**src/rtl/adc_sampler_pkg.sv**
```systemverilog
// Shared types and constants for the battery-monitor ADC conversion controller.
package adc_sampler_pkg;

    localparam int unsigned ADC_W = 12;
    localparam logic [2:0] DEFAULT_CHANNEL = 3'b001;

    typedef enum logic [1:0] {
        StIdle,
        StSoc,
        StWait,
        StAcc
    } state_e;

endpackage

```
**src/rtl/adc_sampler_if.sv**
```systemverilog
// Bundle of ADC handshake, request and averaged-result signals around adc_sampler.
interface adc_sampler_if;
    import adc_sampler_pkg::*;

    logic             enable;
    logic             adc_soc;
    logic [2:0]       adc_s;
    logic             adc_eoc;
    logic [ADC_W-1:0] adc_dout;
    logic [ADC_W-1:0] avg_value;
    logic             avg_valid;
    logic             busy;
    logic             err_timeout;

    // master: the conversion controller; slave: the ADC macro and downstream consumer
    modport master (
        input  enable, adc_eoc, adc_dout,
        output adc_soc, adc_s, avg_value, avg_valid, busy, err_timeout
    );

    modport slave (
        output enable, adc_eoc, adc_dout,
        input  adc_soc, adc_s, avg_value, avg_valid, busy, err_timeout
    );

endinterface

```
**src/rtl/adc_sampler_sync_edge.sv**
```systemverilog
// Two-flop synchroniser with rising-edge detect for an asynchronous strobe.
module sync_edge (
    input  logic clk,
    input  logic rst_n,
    input  logic async_in,
    output logic rise
);

    logic s1_q, s2_q, s3_q;

    always_ff @(posedge clk or negedge rst_n) begin
        if (!rst_n) begin
            s1_q <= 1'b0;
            s2_q <= 1'b0;
            s3_q <= 1'b0;
        end else begin
            s1_q <= async_in;
            s2_q <= s1_q;
            s3_q <= s2_q;
        end
    end

    assign rise = s2_q & ~s3_q;

endmodule

```
**src/rtl/adc_sampler.sv**
```systemverilog
// ADC conversion controller: SOC pulses, EOC sync, capture and 2^AVG_LOG2 averaging.
// Optional EOC watchdog enabled by defining ADC_SAMPLER_TIMEOUT_EN.
module adc_sampler
    import adc_sampler_pkg::*;
#(
    parameter logic [2:0]  CHANNEL     = DEFAULT_CHANNEL,
    parameter int unsigned AVG_LOG2    = 3,
    parameter int unsigned SOC_CYCLES  = 4,
    parameter int unsigned TIMEOUT_CYC = 1024
) (
    input logic            osc_clk,
    input logic            rst_n,
    adc_sampler_if.master  bus
);

    localparam int unsigned AccW = ADC_W + AVG_LOG2;
    localparam int unsigned CntW = AVG_LOG2 + 1;
    localparam int unsigned SocW = $clog2(SOC_CYCLES + 1);
    localparam logic [CntW-1:0] CntLast = CntW'((1 << AVG_LOG2) - 1);
    localparam logic [SocW-1:0] SocLast = SocW'(SOC_CYCLES - 1);

    state_e           state_q;
    logic [AccW-1:0]  acc_q;
    logic [CntW-1:0]  cnt_q;
    logic [SocW-1:0]  soc_cnt_q;
    logic             soc_q;
    logic [ADC_W-1:0] avg_q;
    logic             valid_q;
    logic             eoc_rise;

`ifdef ADC_SAMPLER_TIMEOUT_EN
    localparam int unsigned ToW = $clog2(TIMEOUT_CYC + 1);
    localparam logic [ToW-1:0] ToLast = ToW'(TIMEOUT_CYC - 1);
    logic [ToW-1:0] to_cnt_q;
    logic           err_q;
`endif

    sync_edge u_eoc_sync (
        .clk      (osc_clk),
        .rst_n    (rst_n),
        .async_in (bus.adc_eoc),
        .rise     (eoc_rise)
    );

    always_ff @(posedge osc_clk or negedge rst_n) begin
        if (!rst_n) begin
            state_q   <= StIdle;
            acc_q     <= '0;
            cnt_q     <= '0;
            soc_cnt_q <= '0;
            soc_q     <= 1'b0;
            avg_q     <= '0;
            valid_q   <= 1'b0;
`ifdef ADC_SAMPLER_TIMEOUT_EN
            to_cnt_q  <= '0;
            err_q     <= 1'b0;
`endif
        end else begin
            valid_q <= 1'b0;
            unique case (state_q)
                StIdle: begin
                    if (bus.enable) begin
                        state_q   <= StSoc;
                        soc_q     <= 1'b1;
                        soc_cnt_q <= '0;
                    end
                end
                StSoc: begin
                    if (soc_cnt_q == SocLast) begin
                        soc_q   <= 1'b0;
                        state_q <= StWait;
`ifdef ADC_SAMPLER_TIMEOUT_EN
                        to_cnt_q <= '0;
`endif
                    end else begin
                        soc_cnt_q <= soc_cnt_q + SocW'(1);
                    end
                end
                StWait: begin
                    if (eoc_rise) begin
                        acc_q   <= acc_q + AccW'(bus.adc_dout);
                        state_q <= StAcc;
                    end
`ifdef ADC_SAMPLER_TIMEOUT_EN
                    // A lost EOC abandons the partial average; IDLE restarts if enable holds.
                    else if (to_cnt_q == ToLast) begin
                        err_q   <= 1'b1;
                        acc_q   <= '0;
                        cnt_q   <= '0;
                        state_q <= StIdle;
                    end else begin
                        to_cnt_q <= to_cnt_q + ToW'(1);
                    end
`endif
                end
                StAcc: begin
                    if (cnt_q == CntLast) begin
                        avg_q   <= ADC_W'(acc_q >> AVG_LOG2);
                        valid_q <= 1'b1;
                        acc_q   <= '0;
                        cnt_q   <= '0;
                    end else if (!bus.enable) begin
                        acc_q <= '0;
                        cnt_q <= '0;
                    end else begin
                        cnt_q <= cnt_q + CntW'(1);
                    end
                    if (bus.enable) begin
                        state_q   <= StSoc;
                        soc_q     <= 1'b1;
                        soc_cnt_q <= '0;
                    end else begin
                        state_q <= StIdle;
                    end
                end
                default: state_q <= StIdle;
            endcase
        end
    end

    assign bus.adc_s     = CHANNEL;
    assign bus.adc_soc   = soc_q;
    assign bus.avg_value = avg_q;
    assign bus.avg_valid = valid_q;
    assign bus.busy      = (state_q != StIdle);
`ifdef ADC_SAMPLER_TIMEOUT_EN
    assign bus.err_timeout = err_q;
`else
    assign bus.err_timeout = 1'b0;
`endif

endmodule

```
**src/flat_wrapper.sv**
```systemverilog
// flat-port wrapper written by rule: the top's interface ports become plain ports
module adc_sampler_flat import adc_sampler_pkg::*;
#(
    parameter logic [2:0]  CHANNEL     = DEFAULT_CHANNEL,
    parameter int unsigned AVG_LOG2    = 3,
    parameter int unsigned SOC_CYCLES  = 4,
    parameter int unsigned TIMEOUT_CYC = 1024
)
  (osc_clk, rst_n, bus_enable, bus_adc_eoc, bus_adc_dout, bus_adc_soc, bus_adc_s, bus_avg_value, bus_avg_valid, bus_busy, bus_err_timeout);
  adc_sampler_if bus_i ();
  input logic osc_clk;
  input logic rst_n;
  input wire logic [$bits(bus_i.enable)-1:0] bus_enable;
  input wire logic [$bits(bus_i.adc_eoc)-1:0] bus_adc_eoc;
  input wire logic [$bits(bus_i.adc_dout)-1:0] bus_adc_dout;
  output wire logic [$bits(bus_i.adc_soc)-1:0] bus_adc_soc;
  output wire logic [$bits(bus_i.adc_s)-1:0] bus_adc_s;
  output wire logic [$bits(bus_i.avg_value)-1:0] bus_avg_value;
  output wire logic [$bits(bus_i.avg_valid)-1:0] bus_avg_valid;
  output wire logic [$bits(bus_i.busy)-1:0] bus_busy;
  output wire logic [$bits(bus_i.err_timeout)-1:0] bus_err_timeout;
  assign bus_i.enable = bus_enable;
  assign bus_i.adc_eoc = bus_adc_eoc;
  assign bus_i.adc_dout = bus_adc_dout;
  assign bus_adc_soc = bus_i.adc_soc;
  assign bus_adc_s = bus_i.adc_s;
  assign bus_avg_value = bus_i.avg_value;
  assign bus_avg_valid = bus_i.avg_valid;
  assign bus_busy = bus_i.busy;
  assign bus_err_timeout = bus_i.err_timeout;
  adc_sampler #(.CHANNEL(CHANNEL), .AVG_LOG2(AVG_LOG2), .SOC_CYCLES(SOC_CYCLES), .TIMEOUT_CYC(TIMEOUT_CYC)) u_core (.osc_clk(osc_clk), .rst_n(rst_n), .bus(bus_i));
endmodule
```
**config.mk**
```make
export PLATFORM = sky130hd
export DESIGN_NAME = adc_sampler_flat
export DESIGN_NICKNAME = d
export VERILOG_FILES = /design/src/rtl/adc_sampler_pkg.sv /design/src/rtl/adc_sampler_if.sv /design/src/rtl/adc_sampler_sync_edge.sv /design/src/rtl/adc_sampler.sv /design/src/flat_wrapper.sv
export SDC_FILE = /design/constraint.sdc
export NUM_CORES = 1
export LEC_CHECK = 0
export ABC_AREA = 1
export ABC_CLOCK_PERIOD_IN_PS = 2500
export CAP_MARGIN = 10
export CORE_UTILIZATION = 45
export CTS_CLUSTER_DIAMETER = 50
export DETAILED_ROUTE_END_ITERATION = 10
export PLACE_DENSITY_LB_ADDON = 0.25
export RECOVER_POWER = 100
export SLEW_MARGIN = 10
export SYNTH_ARGS = -nofsm -noshare
export SYNTH_HDL_FRONTEND = slang
export SYNTH_SLANG_ARGS = --single-unit
```
**constraint.sdc**
```tcl
create_clock -name osc_clk -period 2.5 [get_ports osc_clk]
set_input_delay 0.375 -clock osc_clk [delete_from_list [all_inputs] [get_ports osc_clk]]
set_output_delay 0.375 -clock osc_clk [all_outputs]
set_load 0.005 [all_outputs]
```
**Yosys cells after proc, flatten, opt, wreduce, memory -nomap -nowiden**

Index checks and enable logic that the tools add are counted.

- Register bits: 41
- Latch bits: 0
- Memory bits (writable): 0
- ROM bits: 0
- Input port bits: 16
- Output and inout bits: 19
- Word-level logic and storage cells: 55
- Memories: 0

- $add $sub $neg: 3
- $mul: 0
- Divide/modulo/power cells: 0
- Magnitude comparators: 0
- Eq/ne operators: 11
- Shift operators: 0
- Mux-type cells: 19
- Bitwise gates (word level): 2
- Reductions and logical operators: 10

Operators by type and width:

| kind | count |
|---|---|
| $mux W15 | 3 |
| $pmux W15 S2 | 1 |
| $add A15 B12 Y15 | 1 |
| $reduce_and A3 Y1 | 4 |
| $mux W4 | 2 |
| $pmux W2 S4 | 1 |
| $mux W2 | 3 |
| $mux W3 | 2 |
| $ne A2 B1 Y1 const B | 3 |
| $pmux W3 S2 | 1 |
| $reduce_bool A2 Y1 | 3 |
| $mux W1 | 5 |
| $add A4 B1 Y4 const B | 1 |
| $eq A2 B2 Y1 const B | 2 |
| $eq A4 B3 Y1 const B | 1 |
| $ne A2 B2 Y1 const B | 2 |
| $add A3 B1 Y3 const B | 1 |
| $eq A3 B2 Y1 const B | 1 |
| $ne A3 B2 Y1 const B | 1 |
| $eq A2 B1 Y1 const B | 1 |
| $logic_not A2 Y1 | 1 |
| $pmux W1 S2 | 1 |
| $reduce_and A2 Y1 | 1 |
| $reduce_or A2 Y1 | 1 |
| other kinds (2) | 2 |

**Longest topological paths before layout**

- Word-level depth: 4
- Depth in mapped cells: 12
- Gate-level depth less buffers: 12

**Cells and area by module**

From an unflattened synthesis, not the netlist that was laid out.

- Cell total of the unflattened synthesis: 321
- Area, all modules: 2542.4 µm²

Modules (own cells, without submodules):

| module | times used | cells an instance | area an instance (µm²) | sequential area each (µm²) |
|---|---|---|---|---|
| adc_sampler | 1 | 316 | 2457.4 | 950.9 |
| sync_edge | 1 | 5 | 85.1 | 75.1 |

**Least setup slack after synthesis**

OpenSTA, ideal clock, no wires.

- Path kind: input-to-reg
- Start point: input port bus_adc_dout[0]
- End point: register u_core.acc_q[12]
- Setup time: 0.117 ns
- Arrival: 1.570 ns
- Required time: 2.383 ns
- Slack: 0.812 ns
- Stages on the path: 8
- Buffers on the path: 0
- Cell sequence: ha_1 fa_1 nand3_1 nand3_1 nand3_1 nand3b_1 a21oi_2 nor2_2

- Word-level cells in the longest chain between the ends: 3

Ends and longest elaborated chain:

| what | RTL line | RTL |
|---|---|---|
| start: declaration | flat_wrapper.sv:15 | `input wire logic [$bits(bus_i.adc_dout)-1:0] bus_adc_dout;` |
| $add A15 B12 Y15 | adc_sampler.sv:81 | `acc_q <= acc_q + AccW'(bus.adc_dout);` |
| $mux W15 | adc_sampler.sv:80 | `if (eoc_rise) begin` |
| $pmux W15 S2 | adc_sampler.sv:60 | `unique case (state_q)` |
| end signal: assignment | adc_sampler.sv:81 |  |
| end: declaration | adc_sampler.sv:23 | `logic [AccW-1:0] acc_q;` |

No other way between the ends. The select of a mux whose other input is x is not followed.
A chain may end at the register's enable or synchronous reset.

**Final worst setup path**

- Start point: register u_core.state_q[0]
- End point: register u_core.acc_q[7]

- Word-level cells in the longest chain between the ends: 3
- Elaborated cells on any way between the ends: 7
- Classes of those cells: eq/ne: 4; mux: 1; reduce/logical: 2

Ends and longest elaborated chain:

| what | RTL line | RTL |
|---|---|---|
| start: declaration | adc_sampler.sv:22 | `state_e state_q;` |
| start signal: assignment | adc_sampler.sv:47 | `state_q <= StIdle;` |
| start signal: assignment | adc_sampler.sv:63 | `state_q <= StSoc;` |
| start signal: assignment | adc_sampler.sv:71 | `state_q <= StWait;` |
| $eq A2 B2 Y1 | adc_sampler.sv:60 |  |
| $ne A3 B2 Y1 (no line), or another cell as far along | n/a |  |
| $reduce_and A3 Y1 (no line) | n/a |  |

Parallel ways exist; a longest one is shown, timed or not.

==> flow_results.org <==
** Logic synthesis
- Most frequently used cell type in the post-synthesis netlist :: sky130_fd_sc_hd__nand2_1
- In this run, synthesis inferred 0 flip-flops with an integrated enable.
- Count of cell types in the netlist :: 36
- Flip-flop and latch count after synthesis :: 41
- Each instance of the synthesized netlist takes up on average 7.972 sq um.
- After synthesis, the share of flip-flops with an asynchronous set or reset is 1.000.
- Counting every instance in the synthesized netlist gives 320.
- For this run, the register share of the synthesized area comes to 0.4022.
- Most common flop cell mapped by yosys :: sky130_fd_sc_hd__dfrtp_1
- In the post-synthesis netlist, the biggest area contributors are sky130_fd_sc_hd__dfrtp_1 (40%), sky130_fd_sc_hd__nand2_1 (16%), sky130_fd_sc_hd__ha_1 (9.8%), sky130_fd_sc_hd__inv_1 (5.6%), sky130_fd_sc_hd__nand3_1 (3.5%).
- For this run, the number of Yosys warnings is 0.
- Most frequent cells after synthesis :: sky130_fd_sc_hd__nand2_1 (109), sky130_fd_sc_hd__dfrtp_1 (41), sky130_fd_sc_hd__inv_1 (38)
- sky130_fd_sc_hd__dfrtp_1 takes more of the synthesized area than any other cell.
- In this run the cell area of the synthesized design comes to approximately 2600 sq um.
- The share of synthesized area in the top cell type comes to 0.4022.

** Critical path
- Worst Path Required :: between 2000 and 3000 ps
- Cell type of the slowest stage on the worst timing path :: sky130_fd_sc_hd__dfrtp_1
- STA classifies the critical path startpoint as a register.
- At the worst endpoint, the arrival time is 2220 ps.
- Top fanout value on the critical path :: 12
- The startpoint identified for the worst register-to-register timing path is u_core.state_q[0]$_DFFE_PN0P_.
- Worst path top cell family by delay :: simple AND/OR/NAND/NOR gates
- Walking the worst path, the cells encountered are ha_1 -> nand2_1 -> clkinvlp_2 -> nand2_1 -> nand2_1 -> inv_4 -> nand2_4 -> inv_4 -> nand3_1 -> o21ai_0.
- The number of buffers and inverters on the critical path is 3.
- In this run the register-to-register setup slack is approximately 480 ps.
- Number of cell instances on the worst register-to-register path :: 10
- STA classifies the critical path endpoint as a register.
- Classification of the worst setup path :: register to register
- R2r endpoint :: u_core.acc_q[7]$_DFFE_PN0P_
- In this design, the critical path's most frequently occurring cell is sky130_fd_sc_hd__nand2_1.
- Worst path max stage delay :: ~420 ps

** Place
- Prior to clock tree synthesis, the placed netlist has a worst setup slack of roughly 260 ps.
- Summing all placed instances gives a cell area of between 2000 and 3000 sq um.
- Post-DP HPWL :: 3.741 mm
- PortBufs :: 30
- At the end of routability-driven placement, the weighted congestion stood at slightly below 0.9.

** Route
- After the first detailed-routing iteration, the DRC count stood at 77.
- The count of nets left with antenna violations once routing finished came out at 0.
- For this run, the detailed router's first-pass iteration total came to 5.
- The final route contains slightly above 2000 vias.
- Vias per Instance :: ~4.8
- Post-route DRC violation count :: 0
- Final wirelength :: 4.806 mm
- Dividing the detail-routed wire length by the instance count gives around 11 um.

** Layout
- Antenna cells :: 0
- The finished cells cover 2929 sq um.
- Area grow syn2layout :: 14.81%
- Ratio of cells with drive above 1 in the final layout :: 0.05949
- For this run, the post-layout net count is just under 400.

** Floorplanning
- Count of standard-cell rows :: 27
- The die is about 77 um tall.
- In this run the standard cell core region covers 5473 sq um.
- For this configuration, the core starts out at a cell density of 0.4662.
- Die outline area :: between 5000 and 6000 sq um
- I/O pins :: 35
- Die X-Extent :: between 70 and 80 um

** Hold path
- Worst hold path type :: primary input to asynchronous set/reset pin

** Timing
- Setup violators final :: 0
- The count of final hold-check violations was 0.
- At the pin with the least slew margin, the transition time is 1023 ps.
- Across the routed clock network, the largest skew measured is roughly 6.9 ps.
- Achievable clock frequency :: 495.4 MHz
- Remaining max-slew budget at the tightest pin :: 0.3179
- Setup repair after global routing missed its margin :: no
- Total count of max-transition violations in the final report :: 0
- Min cycle time layout :: 2018 ps
- Worst-case setup margin in the final layout :: slightly below 500 ps
- Of the available clock period, the critical path in the final layout requires 0.8074.
- After routing, the total negative slack on setup checks comes to 0 ps.

** Pwr
- Share of power burned in combinational logic :: 0.521
- Internal power comes to approximately 0.0017 W.
- Power spent charging and discharging nets :: 0.001300 W
- Of the total power, registers draw 0.336.
- Clk network pwr share :: 0.143
- PwrDens :: just over 1000 nW/um^2
- Of the total power, the share spent switching nets is 0.4328.
- Leakage component of the power :: between 1.5 and 2 nW
- The completed layout was analyzed and its total power is 0.003003 W.
- Largest voltage drop on the vdd net :: slightly below 0.5 mV

** GRT
- Antenna violations before repair :: 0
- Maximum number of pins on one net before global-route repair :: 42
- Summed over all layers, the global routing overflow is 0.
- The number of global-route vias before repair came to ~2100.
- For this run, the total global-route usage over all layers was measured as 0.1875.
- The first global-routing pass estimated 8.928 mm of wire.

** Clock tree
- The clock tree synthesis step divided the H-tree into 2 levels.
- Clock tree from TritonCTS :: done
- The clock passes through at most 2 buffers.
- For this design, the CTS-stage hold fixing added 0 buffers.
- Inserted Clock Buffers :: 5
- Clk slew on worst S/H paths :: about 80 ps
- The tree is rooted in a sky130_fd_sc_hd__clkbuf_8.
- Cells resized by post-CTS repair :: 0
- For the worst-skew pair, the clock arrives at the later sink with an insertion delay of slightly below 300 ps.
- The number of setup buffers added after CTS is 0.
- Total number of clock tree sinks :: slightly above 40

** Flow run
- The tool flagged a number of max-cap violations equal to 0.

** Run status
- The flow ran to the end, and the final reports show no timing, DRC or antenna violations.
-- worst register-to-register path, cell delays in order (launching register included) --
cell                         delay, ps
sky130_fd_sc_hd__dfrtp_1           420
sky130_fd_sc_hd__ha_1              270
sky130_fd_sc_hd__nand2_1           110
sky130_fd_sc_hd__clkinvlp_2        130
sky130_fd_sc_hd__nand2_1           140
sky130_fd_sc_hd__nand2_1           230
sky130_fd_sc_hd__inv_4             240
sky130_fd_sc_hd__nand2_4           120
sky130_fd_sc_hd__inv_4             130
sky130_fd_sc_hd__nand3_1            80
sky130_fd_sc_hd__o21ai_0            70
-- worst max-delay path by stage --
| stage | endpoint | start | slack [ps] | cells after the start |
|---|---|---|---|---|
| floorplan | u_core.acc_q[12]$_DFFE_PN0P_ | bus_adc_dout[0] | 810 | 8 |
| global placement | u_core.acc_q[12]$_DFFE_PN0P_ | bus_adc_dout[0] | 310 | 9 |
| finish | u_core.acc_q[7]$_DFFE_PN0P_ | u_core.state_q[0]$_DFFE_PN0P_ | 480 | 10 |
| CTS | bus_busy | u_core.state_q[0]$_DFFE_PN0P_ | 550 | 4 |
| detailed placement | u_core.acc_q[12]$_DFFE_PN0P_ | bus_adc_dout[0] | 260 | 9 |
| global route | u_core.acc_q[7]$_DFFE_PN0P_ | u_core.state_q[0]$_DFFE_PN0P_ | 250 | 10 |
-- cell families after synthesis --
family / share of synthesized area
adder cells (fa/ha/maj): 0.1059
XOR/XNOR: 0.01716
buffers and inverters: 0.08632
AO/OA/AOI/OAI: 0.09710
flip-flops: 0.4022
AND/OR/NAND/NOR: 0.2884
other: 0.002944
-- state kept, by name, summed over array words and instances, names as in the netlist --
register / cells
u_core.acc_q: 15
u_core.bus.avg_value: 12
u_core.cnt_q: 4
u_core.soc_cnt_q: 3
u_core.state_q: 2
u_core.bus.adc_soc: 1
u_core.bus.avg_valid: 1
u_core.u_eoc_sync.s1_q: 1
u_core.u_eoc_sync.s2_q: 1
u_core.u_eoc_sync.s3_q: 1
-- layout make-up --
type	instances	area [sq um]
Sequential cell	41	1026
Timing Repair Buffer	30	295.3
Fill cell	569	2544
Multi-Input combinational cell	232	1264
Inverter	43	167.7
Tap cell	72	90.09
Clock buffer	7	86.33
-- placed cells by master, fill, tap and decap left out, drive strengths merged, types with 2 or more instances in the layout --
cell,Yosys,routed
xnor2,4,4
conb,2,4
a21oi,10,10
dfrtp,41,41
o21ai,19,19
nand3,22,22
clkbuf,0,8
nand3b,5,5
dlygate4sd3,0,16
ha,20,20
o22ai,5,5
inv,42,42
clkdlybuf4s50,0,13
nor2,20,20
a22o,2,2
nand2,113,113
-- layer usage --
layer / GRT usage / wire (um) / up-vias
li1: - / - / 1077
met1: 0.2272 / 2216 / 931
met2: 0.3319 / 2363 / 32
met3: 0.04167 / 174 / 5
met4: 0.05094 / 51 / 0
met5: 0 / 0 / -
-- power by group through the flow --
stage | Clock (W) | Combinational, W | Sequential, W
floorplan | 0 | 0.00126 | 0.000998
global placement | 0 | 0.00162 | 0.00101
detailed placement | 0 | 0.00165 | 0.00103
CTS | 0.000449 | 0.00166 | 0.00101
global route | 0.000477 | 0.00182 | 0.00104
finish | 0.000430 | 0.00156 | 0.00101
-- through the flow --
stage                     utilization  hold WS (ps)  instances
after CTS                      0.5441         249.0        425
after global routing           0.5352         343.2        425
after floorplan                     -         79.41        322
after global placement         0.5283         335.2        418
final                          0.5352         241.6        425
after detailed placement       0.5283         338.9        418
Note: power is estimated with default switching activity, not from simulation.
